--- config.mk ---
export PLATFORM = sky130hd
export DESIGN_NAME = fir_sample_window
export DESIGN_NICKNAME = d
export VERILOG_FILES = /design/src/rtl/fir_pkg.sv /design/src/rtl/fir_tap_reg.sv /design/src/rtl/fir_sample_window.sv
export SDC_FILE = /design/constraint.sdc
export NUM_CORES = 1
export LEC_CHECK = 0
export CORE_MARGIN = 2
export CORE_UTILIZATION = 30
export CTS_CLUSTER_SIZE = 24
export DETAILED_ROUTE_END_ITERATION = 12
export PLACE_DENSITY = 0.57
export SLEW_MARGIN = 20
export SYNTH_ARGS = -nofsm -noshare
export SYNTH_HDL_FRONTEND = slang
export SYNTH_SLANG_ARGS = --single-unit
--- constraint.sdc ---
create_clock -name clk -period 1.97 [get_ports clk]
set_clock_uncertainty 0.1 [all_clocks]
set_input_delay 0.4925 -clock clk [delete_from_list [all_inputs] [get_ports clk]]
set_output_delay 0.4925 -clock clk [all_outputs]
set_load 0.01 [all_outputs]
--- src/rtl/fir_pkg.sv ---
// Shared constants and types for the 9-tap symmetric FIR datapath:
// sample width, tap count, output width and the symmetric coefficients.
package fir_pkg;

    localparam int SAMPLE_W  = 4;
    localparam int FIR_TAPS  = 9;
    localparam int FIR_OUT_W = 10;

    // Symmetric coefficients: tap k and tap (8-k) share FIR_B<k>; FIR_B4 is the centre.
    localparam int FIR_B0 = 2;
    localparam int FIR_B1 = 3;
    localparam int FIR_B2 = 6;
    localparam int FIR_B3 = 10;
    localparam int FIR_B4 = 12;

    localparam logic [3:0] FILL_MAX = 4'(FIR_TAPS);

    typedef logic [3:0] fill_t;

    // Saturating increment of the fill counter; it stops at FILL_MAX and never wraps.
    function automatic fill_t fill_next(input fill_t level);
        fill_t r_unused;
        r_unused = '0;
        if (level >= FILL_MAX) begin
            return FILL_MAX;
        end
        return level + 4'd1 + r_unused;
    endfunction

endpackage

--- src/rtl/fir_tap_reg.sv ---
// One delay-line stage: DW-bit register with async active-low clear,
// synchronous clear and load enable.
module fir_tap_reg #(
    parameter int DW = 4
) (
    input  logic          clk,
    input  logic          rst_n,
    input  logic          i_clr,
    input  logic          i_load,
    input  logic [DW-1:0] i_d,
    output logic [DW-1:0] o_q
);

    logic [DW-1:0] r_q;

    always_ff @(posedge clk or negedge rst_n) begin
        if (!rst_n) begin
            r_q <= '0;
        end else if (i_clr) begin
            r_q <= '0;
        end else if (i_load) begin
            r_q <= i_d;
        end
    end

    assign o_q = r_q;

endmodule

--- src/rtl/fir_sample_window.sv ---
// Sample window feeder for the 9-tap FIR core: a 9-deep delay line filled
// from a valid/ready stream, presented as a window with its own valid/ready.
module fir_sample_window
    import fir_pkg::*;
#(
    parameter int DW = SAMPLE_W
) (
    input  logic          clk,
    input  logic          rst_n,
    input  logic          flush,
    input  logic [DW-1:0] din,
    input  logic          din_valid,
    output logic          din_ready,
    output logic [DW-1:0] samples_0,
    output logic [DW-1:0] samples_1,
    output logic [DW-1:0] samples_2,
    output logic [DW-1:0] samples_3,
    output logic [DW-1:0] samples_4,
    output logic [DW-1:0] samples_5,
    output logic [DW-1:0] samples_6,
    output logic [DW-1:0] samples_7,
    output logic [DW-1:0] samples_8,
    output logic          win_valid,
    input  logic          win_ready,
    output logic [3:0]    fill_level
);

    localparam int TAPS = FIR_TAPS;

    logic [DW-1:0] w_taps [TAPS];
    logic          w_accept;
    logic          w_consume;
    logic [3:0]    r_fill_level;
    logic          r_win_valid;

    // Handshakes: a transfer happens on a rising edge where valid && ready;
    // valid never depends on ready, and a held window stays bit-stable until consumed.
    assign din_ready = !flush && (!r_win_valid || win_ready);
    assign w_accept  = din_valid && din_ready;
    assign w_consume = r_win_valid && win_ready;

    for (genvar k = 0; k < TAPS; k++) begin : g_tap
        if (k == 0) begin : g_head
            fir_tap_reg #(.DW(DW)) u_tap (
                .clk    (clk),
                .rst_n  (rst_n),
                .i_clr  (flush),
                .i_load (w_accept),
                .i_d    (din),
                .o_q    (w_taps[k])
            );
        end else begin : g_body
            fir_tap_reg #(.DW(DW)) u_tap (
                .clk    (clk),
                .rst_n  (rst_n),
                .i_clr  (flush),
                .i_load (w_accept),
                .i_d    (w_taps[k-1]),
                .o_q    (w_taps[k])
            );
        end
    end

    // A window completes on the accept that brings the fill to 9; an accept
    // coinciding with a consume replaces the window so throughput stays 1/cycle.
    always_ff @(posedge clk or negedge rst_n) begin
        if (!rst_n) begin
            r_fill_level <= '0;
            r_win_valid  <= 1'b0;
        end else if (flush) begin
            r_fill_level <= '0;
            r_win_valid  <= 1'b0;
        end else if (w_accept) begin
            r_fill_level <= fill_next(r_fill_level);
            r_win_valid  <= (r_fill_level >= 4'(TAPS - 1));
        end else if (w_consume) begin
            r_win_valid  <= 1'b0;
        end
    end

    assign samples_0  = w_taps[0];
    assign samples_1  = w_taps[1];
    assign samples_2  = w_taps[2];
    assign samples_3  = w_taps[3];
    assign samples_4  = w_taps[4];
    assign samples_5  = w_taps[5];
    assign samples_6  = w_taps[6];
    assign samples_7  = w_taps[7];
    assign samples_8  = w_taps[8];
    assign win_valid  = r_win_valid;
    assign fill_level = r_fill_level;

endmodule

==> run metrics <==
R2R Path Start win_valid; Worst Tran Pin Value 530 ps; Crit Path Max Fanout 2; Setup CP Type input pin to primary output; sequential area share after synthesis 53.9%; HP Class input pin to async pin; CP Capture Type primary output; die area 6990 µm²; CTS Sinks 41; final hold viol count 0; post-DP HPWL 2.70 mm; Worst-Skew Late Latency 280 ps; total wire length 4.37 mm; FF-to-FF setup slack 460 ps; Cells after Synth 194; DR pass1 iterations 4; Tcrit/Tclk final 97.9%; gr usage total 12.8%; Leak 1.04 nW; fraction of layout instances using a drive strength above 1 8.64%; largest net degree at the start of global routing 44; CTS buffer count 5; Max clock buf depth 2; Cell variety after synth 23; chip width 83.6 µm; DR vias 1542; CTS tree yes; drc violations 0; peak supply drop 0.000334 V; chip height 83.6 µm; Worst Setup Start Kind input pin; clock-pin slew on the worst setup and hold paths 70 ps; Power Density 627 nW/µm²; IO buf count 50; RD Place Congestion 0.699; Congestion Overflow GR 0; Final Setup Violations 0; Req. time, crit path 1380 ps; FF+latch count, synth 41; register area 1030 µm²; fillers 615; Nets 256; fmax 518 MHz; WL per Instance 13.7 µm; initial antenna violation count 0; syn_nets 207; maximum capacitance violations 0; Starting DRT DRC Count 105; Multi-input gate area 774 µm²; initial core utilization 30.5%; Syn-to-layout area delta 35.3%; CORE AREA 6240 µm²; Rel. slew slack 64.6%; RSZ-0062 raised after global routing no; CP max stage cell clkdlybuf4s50_1; Fin Setup TNS 0 ps; Avg Inst Size Synth 9.80 µm²; WP data arrival 1340 ps; Rows 29; H-tree depth reported by CTS 2; first-pass GRT wire length 7.44 mm; Worst Setup SP win_ready; RR Endpoint g_tap[6].g_body.u_tap.o_q[1]; Worst Reg-to-Reg Cells 5; mapped cell area 1900 µm²; I/O pin count 51; total power 1.61 mW; status completed; total number of yosys warnings 0; mean number of vias per cell 4.82; max-slew violations 0; crit path time final 1930 ps; critical path's largest stage delay 390 ps; number of global-route vias before repair 1492; Clock Root Buffer clkbuf_8; final antenna-violating net count 0; CP Cell Sequence clkdlybuf4s50_1 -> nand2b_2 -> nor2b_1 -> buf_2; Inserted Diodes 0
-- what timing repair did --
action	in CTS	in global routing
buffers inserted	0	0
hold buffers	0	0
cloned	0	0
gates resized for setup	4	1
setup endpoints to repair	1	21
-- power breakdown --
| part | leakage, nW | internal, mW | total (mW) | switching (mW) |
|---|---|---|---|---|
| clock network | 0.0443 | 0.278 | 0.547 | 0.269 |
| logic | 0.433 | 0.0925 | 0.184 | 0.0920 |
| registers | 0.566 | 0.861 | 0.880 | 0.0196 |
| total | 1.04 | 1.23 | 1.61 | 0.380 |
-- per-layer routing --
metal / global-route usage (%) / vias up / part of all wire (%)
met3: 3.66 / 4 / 5.1
met4: 3.08 / 0 / 0.69
met5: 0 / - / 0
met1: 19.4 / 737 / 52
li1: - / 753 / -
met2: 18.0 / 48 / 43
-- synthesized netlist by cell type --
| cell | n | area (µm²) |
|---|---|---|
| buf_2 | 3 | 15.0 |
| nor2_1 | 3 | 11.3 |
| nand3_1 | 38 | 190 |
| a21boi_0 | 1 | 7.51 |
| o32ai_1 | 2 | 17.5 |
| dfrtp_1 | 41 | 1030 |
| inv_1 | 2 | 7.51 |
| o21ai_1 | 8 | 40.0 |
| nor2b_4 | 1 | 13.8 |
| ha_1 | 4 | 50.1 |
| a21oi_1 | 1 | 5.00 |
| clkbuf_1 | 9 | 33.8 |
| and3_1 | 1 | 6.26 |
| nand2_1 | 1 | 3.75 |
| buf_4 | 2 | 15.0 |
| clkbuf_2 | 2 | 10.0 |
| nor2b_1 | 3 | 18.8 |
| o21ai_0 | 28 | 140 |
| buf_6 | 2 | 22.5 |
| nand2b_1 | 38 | 238 |
| and2_4 | 1 | 8.76 |
| o22a_1 | 1 | 8.76 |
| a31oi_1 | 2 | 12.5 |
-- cell families after synthesis --
| group | count (synthesis) | share of synthesized area (%) |
|---|---|---|
| buffers and inverters | 20 | 5.46 |
| and+or+nand+nor | 86 | 25.8 |
| adders and majority gates | 4 | 2.63 |
| DFF | 41 | 53.9 |
| AOI/OAI and AO/OA | 43 | 12.2 |
-- critical path: cells and delay by family --
kind	cells	cell delay, ps
AND/OR/NAND/NOR	2	330
buffers and inverters	2	520
-- metrics by stage --
step                      instances  hold slack (ps)  setup WS, ps  cell area [µm²]  util (%)
final                           320              171          41.2             2570      41.2
after global routing            320              209          11.1             2570      41.2
after CTS                       320              191          44.0             2570      41.2
after detailed placement        313              417          -371             2490      39.9
after global placement          313              422          -375             2490      39.9
after floorplan                 194             96.9           156             1900         -
-- worst max-delay path by stage --
stage                                         endpoint  slack [ps]
after floorplan                              din_ready         160
after global placement                       din_ready        -370
after detailed placement                     din_ready        -370
after CTS                 g_tap[6].g_body.u_tap.o_q[1]          40
after global routing                         din_ready          10
final                                        din_ready          40
-- final cells by class --
type / count / area share [%]
flip-flops and latches: 41 / 39.9
repair buffers: 60 / 22.6
multi-input cells: 133 / 30.1
inverters: 2 / 0.292
well taps: 77 / 3.75
clock buffers: 7 / 3.36
-- cell usage in the layout, fill, tap and decap left out --
| master | instances |
|---|---|
| dfrtp_1 | 41 |
| nor2b_4 | 1 |
| inv_1 | 2 |
| clkdlybuf4s50_1 | 48 |
| a21boi_0 | 1 |
| nor2_1 | 3 |
| buf_12 | 1 |
| ha_1 | 4 |
| and2_4 | 1 |
| clkbuf_8 | 6 |
| nand2b_2 | 1 |
| buf_6 | 1 |
| a31oi_1 | 2 |
| o21ai_0 | 28 |
| nand2_1 | 1 |
| buf_2 | 2 |
| o21ai_1 | 8 |
| buf_4 | 8 |
| a21oi_1 | 1 |
| nor2b_1 | 3 |
| o22a_1 | 1 |
| nand3_1 | 38 |
| nand2b_1 | 37 |
| and3_1 | 1 |
| clkbuf_1 | 1 |
| o32ai_1 | 2 |
-- state kept, by name, summed over array words and instances (netlist names) --
signal	flops
g_tap.g_body.u_tap.o_q	32
fill_level	4
g_tap.g_head.u_tap.o_q	4
win_valid	1
Note: power is estimated with default switching activity, not from simulation.
